$ cat src/rtl/serial_shift_datapath.sv
// Parallel-in / serial-out shifter with one holding register ahead of the shift register.
// Latency: word accepted at edge N is shifting (ser_valid=1) after edge N+1 when En=1.
// Backpressure: load_ready drops while the holding register is full; it reopens the cycle after a hold->shift transfer.
//
// Ports:
//   Clk, Reset            clock and asynchronous active-high reset
//   En, shifterEn         global enable and per-bit shift strobe from the timing controller
//   load_valid/load_ready/load_data   parallel word handshake into the holding register
//   ser_out, ser_valid    serial bit and its qualifier (high while a word is in the shift register)
//   bit_idx               bits already shifted from the current word
//   word_done             one-cycle pulse after the last bit of a word has been shifted
//   busy                  a word is shifting or waiting in the holding register
module serial_shift_datapath #(
   parameter int WIDTH     = 8,
   parameter bit MSB_FIRST = 1'b1
) (
   input  logic                     Clk,
   input  logic                     Reset,
   input  logic                     En,
   input  logic                     shifterEn,
   input  logic                     load_valid,
   input  logic [WIDTH-1:0]         load_data,
   output logic                     load_ready,
   output logic                     ser_out,
   output logic                     ser_valid,
   output logic [$clog2(WIDTH)-1:0] bit_idx,
   output logic                     word_done,
   output logic                     busy
);

   localparam int            IW       = $clog2(WIDTH);
   localparam logic [IW-1:0] LAST_IDX = IW'(WIDTH - 1);

   typedef enum logic {IDLE, SHIFT} state_t;

   state_t           state_q, state_d;
   logic [WIDTH-1:0] hold_q, hold_d;
   logic             hold_full_q, hold_full_d;
   logic [WIDTH-1:0] shreg_q, shreg_d;
   logic [IW-1:0]    idx_q, idx_d;
   logic             done_q, done_d;

   logic             step;
   logic [WIDTH-1:0] shreg_shifted;

   always_ff @(posedge Clk or posedge Reset) begin
      if (Reset) begin
         state_q     <= IDLE;
         hold_q      <= '0;
         hold_full_q <= 1'b0;
         shreg_q     <= '0;
         idx_q       <= '0;
         done_q      <= 1'b0;
      end else begin
         state_q     <= state_d;
         hold_q      <= hold_d;
         hold_full_q <= hold_full_d;
         shreg_q     <= shreg_d;
         idx_q       <= idx_d;
         done_q      <= done_d;
      end
   end

   always_comb begin
      state_d     = state_q;
      hold_d      = hold_q;
      hold_full_d = hold_full_q;
      shreg_d     = shreg_q;
      idx_d       = idx_q;
      done_d      = 1'b0;

      step = En & shifterEn;

      // Move toward the output bit with zero fill, so an emptied word leaves shreg at 0.
      if (MSB_FIRST) shreg_shifted = {shreg_q[WIDTH-2:0], 1'b0};
      else           shreg_shifted = {1'b0, shreg_q[WIDTH-1:1]};

      // Loads ignore En. A load can only land while hold is empty, and a transfer
      // only happens while hold is full, so the two never collide on hold_full.
      if (load_valid && !hold_full_q) begin
         hold_d      = load_data;
         hold_full_d = 1'b1;
      end

      unique case (state_q)
         IDLE: begin
            if (En && hold_full_q) begin
               shreg_d     = hold_q;
               hold_full_d = 1'b0;
               idx_d       = '0;
               state_d     = SHIFT;
            end
         end
         SHIFT: begin
            if (step) begin
               if (idx_q == LAST_IDX) begin
                  done_d = 1'b1;
                  idx_d  = '0;
                  if (hold_full_q) begin
                     // Reload on the same edge so the next word follows with no bubble.
                     shreg_d     = hold_q;
                     hold_full_d = 1'b0;
                  end else begin
                     shreg_d = shreg_shifted;
                     state_d = IDLE;
                  end
               end else begin
                  shreg_d = shreg_shifted;
                  idx_d   = idx_q + 1'b1;
               end
            end
         end
         default: state_d = IDLE;
      endcase
   end

   assign ser_valid  = (state_q == SHIFT);
   assign ser_out    = ser_valid & (MSB_FIRST ? shreg_q[WIDTH-1] : shreg_q[0]);
   assign bit_idx    = idx_q;
   assign word_done  = done_q;
   assign load_ready = ~hold_full_q;
   assign busy       = ser_valid | hold_full_q;

endmodule

$ cat config.mk
export PLATFORM = sky130hd
export DESIGN_NAME = serial_shift_datapath
export DESIGN_NICKNAME = d
export VERILOG_FILES = /design/src/rtl/serial_shift_datapath.sv
export SDC_FILE = /design/constraint.sdc
export NUM_CORES = 1
export LEC_CHECK = 0
export CORE_MARGIN = 4
export CORE_UTILIZATION = 53
export DETAILED_ROUTE_END_ITERATION = 10
export MAX_ROUTING_LAYER = met4
export PLACE_DENSITY = 0.82
export RECOVER_POWER = 100
export SYNTH_ARGS = -nofsm -noshare
export SYNTH_HDL_FRONTEND = slang
export SYNTH_SLANG_ARGS = --single-unit
export TNS_END_PERCENT = 20
$ cat constraint.sdc
create_clock -name Clk -period 3.5 [get_ports Clk]
set_input_delay 0.7 -clock Clk [delete_from_list [all_inputs] [get_ports Clk]]
set_output_delay 0.7 -clock Clk [all_outputs]
set_load 0.05 [all_outputs]
==> metrics <==
routed wl met2 roughly 900 um; IO Pins 21; Fin. Hold Viols 0; WL/cell 14.8 um; Slew HR 0.459; RePlAce Congestion 0.791; CP endpoint busy; CP Class reg2out; number of diodes 0; drt pass-1 iters 3; Mapped Nets 95; Post-Route WL 1.85 mm; crit path max fanout 9; initial DRC count 11; routed length on met1 just under 900 um; row count 15; f_max 383 MHz; top cells by area in the synthesized netlist dfrtp_1 (53%), mux2_2 (25%), ha_1 (3.6%); core area 0.00180 sq mm; Mapped Cells 79; chip height roughly 52 um; CTS Buf Count 3; Leakage about 0.60 nW; crit path from ser_valid; Starting Density 0.582; Placed Instances 121; Cell Area, Synth about 0.0010 sq mm; Worst Reg-to-Reg Cells 5; status finished clean; maxcap violations 0; hold slack 519 ps; layout net count roughly 120; worst hold path class reg2reg; clk sink count 22; Data arrival, critical path approximately 1900 ps; CTS tree yes; DRC errors left 0; Storage cell area between 500 and 600 sq um; Tcrit/Tclk final 0.747; Root Driver clkbuf_4; via/cell ratio 5.18; minimum clock period 2610 ps; post-route ant nets 0; grt total ovfl 0; setup TNS 0 ps; Reg-to-Reg Start bit_idx[0]; clk slew on worst S/H paths 120 ps; H-tree depth 1; Multi-input gate area roughly 470 sq um; Layout Cells excl Fill between 100 and 150; DIE AREA about 0.0028 sq mm; FF+latch count, synth 22; first-pass GRT wire length roughly 3.1 mm; Yosys top cell by area dfrtp_1; PnR worst setup slack 886 ps; skew final 2.29 ps; via count 648; WHS Path Cells 1; initial antenna violation count 0; Synth cell types 19; FF-to-FF setup slack 1530 ps; uppermost layer routed met4; post-cts hold buffer count 0; Filler cells roughly 130; Slew @ Worst Pin roughly 810 ps; largest net degree at the start of global routing 23; PortBufs 20; DP Worst Slack 937 ps; reg-to-reg endpoint shreg_q[2]; die width 52.5 um; routed length on met3 66 um; maximum clock path buffer count 2; sequential fraction of the synthesis area 0.525; Synth top area share 0.525; fin. max-slew vios 0; clk_lat worst skew 310 ps; ratio of cells with drive above 1 in the final layout 0.290; gr usage total 0.163; Yosys Warn Count 0; unrepaired setup endpoints after global routing no; pwr dens 840 mW/mm^2; area grow syn2layout 25.4%; Req. time, crit path 2800 ps; Detailed Place HPWL 1.34 mm; Avg Cell Area, Syn 13.3 sq um; Design Power 1.10 mW; CP endpoint kind primary output; Worst Setup Start Kind register; setup bufs post-CTS 0; vias in the first global route roughly 670; Setup Viol. Count Final 0; post-cts resize count 0; peak supply drop 0.000579 V
==> stage by stage <==
stage | utilization | area [sq um]
detailed placement | 0.701 | 1260
floorplan | - | 1050
CTS | 0.730 | 1320
finish | 0.730 | 1320
global placement | 0.701 | 1260
global route | 0.730 | 1320
==> registers in the layout (all words and copies together), names as in the netlist <==
signal,cells
hold_q,8
ser_valid,1
hold_full_q,1
word_done,1
bit_idx,3
shreg_q,8
==> layer usage <==
layer / up-vias / track usage
met5: - / -
met4: 0 / 0.0638
met3: 2 / 0.0342
met2: 9 / 0.248
met1: 317 / 0.212
li1: 320 / -
==> kinds of logic after synthesis <==
logic type                 count (synthesis)  share of synthesized area
muxes                                     24                      0.257
DFF                                       22                      0.525
and+or+nand+nor                           13                     0.0644
AOI/OAI and AO/OA                         11                     0.0907
buffers and inverters                      6                     0.0274
adders and majority gates                  3                     0.0358
==> layout make-up <==
type,count,share of cell area
Sequential cell,22,0.419
Multi-Input combinational cell,51,0.357
Timing Repair Buffer,20,0.152
Tap cell,25,0.0238
Clock inverter,1,0.0228
Clock buffer,3,0.0171
Inverter,3,0.00856
==> synth_stat cells, drive strengths merged <==
cell / count
nor2b: 5
nor2: 2
dfrtp: 22
and2: 1
mux2i: 1
nand2: 3
o21bai: 1
or2: 1
buf: 3
inv: 3
mux2: 23
nand3: 1
a21boi: 3
o2bb2ai: 3
ha: 3
a31oi: 3
a22o: 1
==> cell usage in the layout (no fill, tap or decap), drive strengths merged <==
| master | n |
|---|---|
| or2 | 1 |
| bufinv | 1 |
| dfrtp | 22 |
| inv | 3 |
| nand3 | 1 |
| and2 | 1 |
| ha | 3 |
| a22o | 1 |
| o2bb2ai | 3 |
| clkdlybuf4s50 | 9 |
| a21boi | 3 |
| clkbuf | 3 |
| a31oi | 3 |
| mux2i | 1 |
| nor2 | 2 |
| dlygate4sd3 | 11 |
| mux2 | 23 |
| nor2b | 5 |
| nand2 | 3 |
| o21bai | 1 |
==> worst max-delay path, cell delays in order, from the launching register on <==
cell and delay [ps]:
dfrtp_1 500, or2_2 330, dlygate4sd3_1 770
==> worst min path at each step <==
stage | from | to | slack (ps)
detailed placement | shreg_q[7] | shreg_q[7] | 490
global placement | shreg_q[4] | shreg_q[4] | 490
finish | shreg_q[3] | shreg_q[3] | 520
floorplan | shreg_q[7] | shreg_q[7] | 470
global route | shreg_q[4] | shreg_q[4] | 540
CTS | shreg_q[3] | shreg_q[3] | 520
==> power by group <==
part,internal [mW],switching (mW)
clock network,0.116,0.0783
registers,0.363,0.0799
logic,0.231,0.237
total,0.710,0.395
(Power assumes the default switching activity.)
